## src/rtl/ttt_move_sequencer.sv

```systemverilog
// ttt_move_sequencer: turn controller that validates, strobes and hands over moves for the tic_tac_toe core
module ttt_move_sequencer #(
   parameter int unsigned HOLD_CYCLES    = 5,
   parameter int unsigned SETTLE_CYCLES  = 2,
   parameter int unsigned TIMEOUT_CYCLES = 200
) (
   input  logic        clock,
   input  logic        reset,
   input  logic        player_req,
   input  logic [3:0]  player_sel,
   input  logic        computer_req,
   input  logic [3:0]  computer_sel,
   input  logic [17:0] board,
   input  logic [1:0]  who,
   output logic        play,
   output logic        pc,
   output logic [3:0]  player_position,
   output logic [3:0]  computer_position,
   output logic        accept,
   output logic        reject,
   output logic        turn,
   output logic [3:0]  move_count,
   output logic        game_over,
   output logic        timeout
);
   localparam logic [2:0] P_WAIT   = 3'd0;
   localparam logic [2:0] P_ISSUE  = 3'd1;
   localparam logic [2:0] P_SETTLE = 3'd2;
   localparam logic [2:0] C_WAIT   = 3'd3;
   localparam logic [2:0] C_ISSUE  = 3'd4;
   localparam logic [2:0] C_SETTLE = 3'd5;
   localparam logic [2:0] DONE     = 3'd6;
   localparam logic [3:0] HOLD        = 4'(HOLD_CYCLES);
   localparam logic [3:0] SETTLE_LAST = 4'(SETTLE_CYCLES - 1);
   localparam logic [15:0] TLIM       = 16'(TIMEOUT_CYCLES);

   logic [2:0]  state_q, state_d;
   logic [3:0]  cnt_q, cnt_d;
   logic [15:0] tcnt_q, tcnt_d;
   logic        play_q, play_d, pc_q, pc_d;
   logic [3:0]  ppos_q, ppos_d, cpos_q, cpos_d;
   logic        accept_q, accept_d, reject_q, reject_d;
   logic        turn_q, turn_d, over_q, over_d, timeout_q, timeout_d;
   logic [3:0]  mc_q, mc_d, mc_next;
   logic [17:0] p_shift, c_shift;
   logic        p_legal, c_legal;

   // A requested cell is legal only if it exists and is still empty; move count saturates at 9
   always_comb begin
      p_shift = board >> {player_sel, 1'b0};
      c_shift = board >> {computer_sel, 1'b0};
      p_legal = (player_sel <= 4'd8) && (p_shift[1:0] == 2'b00);
      c_legal = (computer_sel <= 4'd8) && (c_shift[1:0] == 2'b00);
      mc_next = (mc_q == 4'd9) ? 4'd9 : mc_q + 4'd1;
   end

   // Turn FSM: wait for a legal request, hold the strobe, let the board settle, then hand over or finish
   always_comb begin
      state_d   = state_q;
      cnt_d     = cnt_q;
      tcnt_d    = tcnt_q;
      play_d    = 1'b0;
      pc_d      = 1'b0;
      ppos_d    = ppos_q;
      cpos_d    = cpos_q;
      accept_d  = 1'b0;
      reject_d  = 1'b0;
      turn_d    = turn_q;
      mc_d      = mc_q;
      over_d    = over_q;
      timeout_d = timeout_q;
      case (state_q)
         P_WAIT: if (player_req) begin
            accept_d = p_legal;
            reject_d = !p_legal;
            if (p_legal) begin
               ppos_d  = player_sel;
               cnt_d   = 4'd0;
               state_d = P_ISSUE;
            end
         end
         P_ISSUE: if (cnt_q == HOLD) begin
            cnt_d   = 4'd0;
            state_d = P_SETTLE;
         end else begin
            cnt_d  = cnt_q + 4'd1;
            play_d = 1'b1;
         end
         P_SETTLE: if (cnt_q == SETTLE_LAST) begin
            cnt_d = 4'd0;
            mc_d  = mc_next;
            if (who != 2'b00 || mc_next == 4'd9) begin
               over_d  = 1'b1;
               state_d = DONE;
            end else begin
               turn_d  = 1'b1;
               tcnt_d  = 16'd0;
               state_d = C_WAIT;
            end
         end else begin
            cnt_d = cnt_q + 4'd1;
         end
         C_WAIT: if (computer_req) begin
            tcnt_d   = 16'd0;
            accept_d = c_legal;
            reject_d = !c_legal;
            if (c_legal) begin
               cpos_d    = computer_sel;
               cnt_d     = 4'd0;
               timeout_d = 1'b0;
               state_d   = C_ISSUE;
            end
         end else begin
            tcnt_d = (tcnt_q == 16'hFFFF) ? tcnt_q : tcnt_q + 16'd1;
            if (tcnt_d == TLIM) timeout_d = 1'b1;
         end
         C_ISSUE: if (cnt_q == HOLD) begin
            cnt_d   = 4'd0;
            state_d = C_SETTLE;
         end else begin
            cnt_d = cnt_q + 4'd1;
            pc_d  = 1'b1;
         end
         C_SETTLE: if (cnt_q == SETTLE_LAST) begin
            cnt_d = 4'd0;
            mc_d  = mc_next;
            if (who != 2'b00 || mc_next == 4'd9) begin
               over_d  = 1'b1;
               state_d = DONE;
            end else begin
               turn_d  = 1'b0;
               state_d = P_WAIT;
            end
         end else begin
            cnt_d = cnt_q + 4'd1;
         end
         DONE: over_d = 1'b1;
         default: state_d = P_WAIT;
      endcase
   end

   // State registers with synchronous active-low reset that also kills any strobe in flight
   always_ff @(posedge clock) begin
      if (!reset) begin
         state_q   <= P_WAIT;
         cnt_q     <= 4'd0;
         tcnt_q    <= 16'd0;
         play_q    <= 1'b0;
         pc_q      <= 1'b0;
         ppos_q    <= 4'd0;
         cpos_q    <= 4'd0;
         accept_q  <= 1'b0;
         reject_q  <= 1'b0;
         turn_q    <= 1'b0;
         mc_q      <= 4'd0;
         over_q    <= 1'b0;
         timeout_q <= 1'b0;
      end else begin
         state_q   <= state_d;
         cnt_q     <= cnt_d;
         tcnt_q    <= tcnt_d;
         play_q    <= play_d;
         pc_q      <= pc_d;
         ppos_q    <= ppos_d;
         cpos_q    <= cpos_d;
         accept_q  <= accept_d;
         reject_q  <= reject_d;
         turn_q    <= turn_d;
         mc_q      <= mc_d;
         over_q    <= over_d;
         timeout_q <= timeout_d;
      end
   end

   assign play              = play_q;
   assign pc                = pc_q;
   assign player_position   = ppos_q;
   assign computer_position = cpos_q;
   assign accept            = accept_q;
   assign reject            = reject_q;
   assign turn              = turn_q;
   assign move_count        = mc_q;
   assign game_over         = over_q;
   assign timeout           = timeout_q;
endmodule

```

## config.mk

```make
export PLATFORM = sky130hd
export DESIGN_NAME = ttt_move_sequencer
export DESIGN_NICKNAME = d
export VERILOG_FILES = /design/src/rtl/ttt_move_sequencer.sv
export SDC_FILE = /design/constraint.sdc
export NUM_CORES = 1
export LEC_CHECK = 0
export ABC_AREA = 1
export BUFFER_PORTS_ARGS = -buffer_cell sky130_fd_sc_hd__buf_2
export CORE_AREA = 5 5 64 88
export CTS_CLUSTER_DIAMETER = 50
export DETAILED_ROUTE_END_ITERATION = 7
export DIE_AREA = 0 0 69 93
export PLACE_DENSITY_LB_ADDON = 0.25
export SLEW_MARGIN = 20
export SYNTH_ARGS = -nofsm -noshare
export SYNTH_HDL_FRONTEND = slang
export SYNTH_SLANG_ARGS = --single-unit
```

## constraint.sdc

```tcl
create_clock -name clock -period 3.58 [get_ports clock]
set_input_delay 0.358 -clock clock [delete_from_list [all_inputs] [get_ports clock]]
set_output_delay 0.358 -clock clock [all_outputs]
set_load 0.01 [all_outputs]
```

==> results.ini <==
[clocking]
numCtsBuffers=5
root_buffer=clkbuf_8
clkLatencyLatePin_ps=290
cts-htree-levels=2
cts_hold_buffers=0
cts_tree=built
numClockSinks=42
cts_resized=0
clockBufferDepth=2
clk_pin_slew_worst_paths_ps=80
cts_setup_buffers=0

[yosys]
synthTopCellsByArea=dfxtp_1 31%, nand2_1 17%, nor2_1 8.9%
synth_commonest_cells=124 x nand2_1, 65 x nor2_1, 58 x inv_1
yosys_warnings=0
synth_edf_count=0
synth_most_common_cell=nand2_1
async_flop_share=0
synth_cell_type_count=31
ys_ff_latch=42
netlist_instances=453
yosysSeqAreaShare=0.308
syn_area_mm2=0.00273
yosys.area.top_type=dfxtp_1
avgSynthCellArea_um2=6.03
synth_top_area_frac=0.308
synth.net_count=490
ys_dominant_reg_cell=dfxtp_1

[power]
power_density_mw_per_mm2=483
finalPower_mw=1.51
vdd_drop_max_uv=347
power_leakage_nw=1.49

[routing]
viasPerCell=5.17
avgRoutedWirePerCell_um=12.1
ant_nets=0
via_count=2938
drt_first_pass_iters=5
routed_wl_um=6880
dr.first_iter.drc_count=177
drcViolationCount=0

[floorplanning]
die_w_um=69
die_area_mm2=0.00642
start_util=0.569
die_y_um=93
core_area_mm2=0.00480
pin_count=51
rows=30

[timing]
fin_ws_ps=1490
skew_ps=4.27
setup_viol=0
worstMarginPinSlew_ps=696
hold_slack_ps=340
min_period_over_period=0.584
min_period_ps=2090
tns_ps=0
relSlewSlack=0.536
rsz0062_at_grt=false
drv_slew=0
fmax_ghz=0.478
hold_viol_final=0

[final_layout]
diodes=0
layoutNonFillerInstCount=568
syn2layout_area_growth_pct=14.1
drive_above_1_share=0.165
postLayoutCoreUtil=0.649
multiInputGateArea_mm2=0.00160
num-fill-cells=490
ff_latch_area_um2=841
stdcell_area_mm2=0.00312
finalNetCount=540

[global_route]
grt_pass1_wl_um=12100
grt_start_max_net_pins=24
antenna_found_initial=0
grt_pass1_vias=2900
gr-total-overflow=0
grt_use_total=0.225

[run]
maxCapViolations=0

[placed_design]
hpwlAfterDp_um=5570
portBuffers=50
place_congestion=0.919
post-place-ws_ps=1540
post_dp_cell_area_mm2=0.00302
dp.cells=560

[setup_path]
worst_ep_arrival_time_ps=2310
crit_chain=ha_1 -> nand2_2 -> nor2_4 -> nand2_4 -> nor2_8 -> inv_4 -> nand2_1 -> nand2_1 -> nor2_1 -> nand3_1 -> nor2_1 -> nand2_1 -> a21oi_2
cp.buffers_inverters=1
worstPathRequired_ps=3800
cp_slowest_stage_delay_ps=420
crit_path_frequent_cell=nand2_1
path_class=register to register
start_kind=register
cp-end-kind=register
crit_path_max_fanout=14
worst_path_dominant_cell_family=simple AND/OR/NAND/NOR gates
critPathSlowestCell=dfxtp_1

[worst_hold_path]
hp-class=primary input to register

[status]
status=finished, final reports clean

-- power breakdown --
group	leakage [nW]	switching (mW)	internal, mW
Sequential	0.341	0.0613	0.526
Combinational	1.10	0.393	0.209
Clock	0.0472	0.162	0.155
Total	1.49	0.617	0.890
-- layout make-up --
cell class	instances	area share
clock buffers	6	0.0265
flip-flops and latches	42	0.270
clock inverters	2	0.00401
inverters	67	0.0815
repair buffers	50	0.0803
well taps	64	0.0257
multi-input cells	337	0.512
-- placed cells by master (no fill, tap or decap), types with 2 or more instances in the layout --
cell      count
inv_2         8
dfxtp_1      42
nand2_1     124
clkbuf_8      6
o21ai_1       8
nor2_4        2
nand3_1      48
nand2_2       4
inv_1        58
or2_0         2
o21ai_0      16
nor2_2        4
or2_1         2
nand4_1       4
nor3_1        4
nor2_1       65
buf_2        50
a21oi_1      30
a21oi_2       4
xor2_1        8
ha_1          5
-- state kept, by name, indices dropped and copies added (netlist names), 3 cells and up --
signal,cells
state_q,3
computer_position,4
player_position,4
cnt_q,4
move_count,4
tcnt_q,16
-- cell families after synthesis --
family / count (synthesis) / synth area share
adders and majority gates: 5 / 0.0229
DFF: 42 / 0.308
AOI/OAI and AO/OA: 60 / 0.117
and+or+nand+nor: 263 / 0.416
buffers and inverters: 74 / 0.108
xor gates and xnor gates: 9 / 0.0288
-- path summary, 6_finish.rpt --
path,slack (ps),from,cells past startpoint,to
min reg2reg,450,player_position[3]$_SDFFE_PN0P_,2,player_position[3]$_SDFFE_PN0P_
min,340,computer_sel[2],3,computer_position[2]$_SDFFE_PN0P_
max reg2reg,1490,tcnt_q[0]$_SDFFE_PN0P_,13,timeout$_SDFFE_PN0P_
max,1490,tcnt_q[0]$_SDFFE_PN0P_,13,timeout$_SDFFE_PN0P_
-- worst reg2reg max path, stage by stage, from the launching register on --
cell	delay (ps)
dfxtp_1	420
ha_1	290
nand2_2	110
nor2_4	150
nand2_4	90
nor2_8	240
inv_4	90
nand2_1	60
nand2_1	60
nor2_1	110
nand3_1	100
nor2_1	110
nand2_1	70
a21oi_2	110
-- per-layer routing --
| metal | global-route usage | share of wire |
|---|---|---|
| met4 | 0.112 | 0.034 |
| met5 | 0 | 0 |
| met2 | 0.427 | 0.54 |
| met3 | 0.0355 | 0.039 |
| met1 | 0.238 | 0.39 |
(Power assumes the default switching activity.)
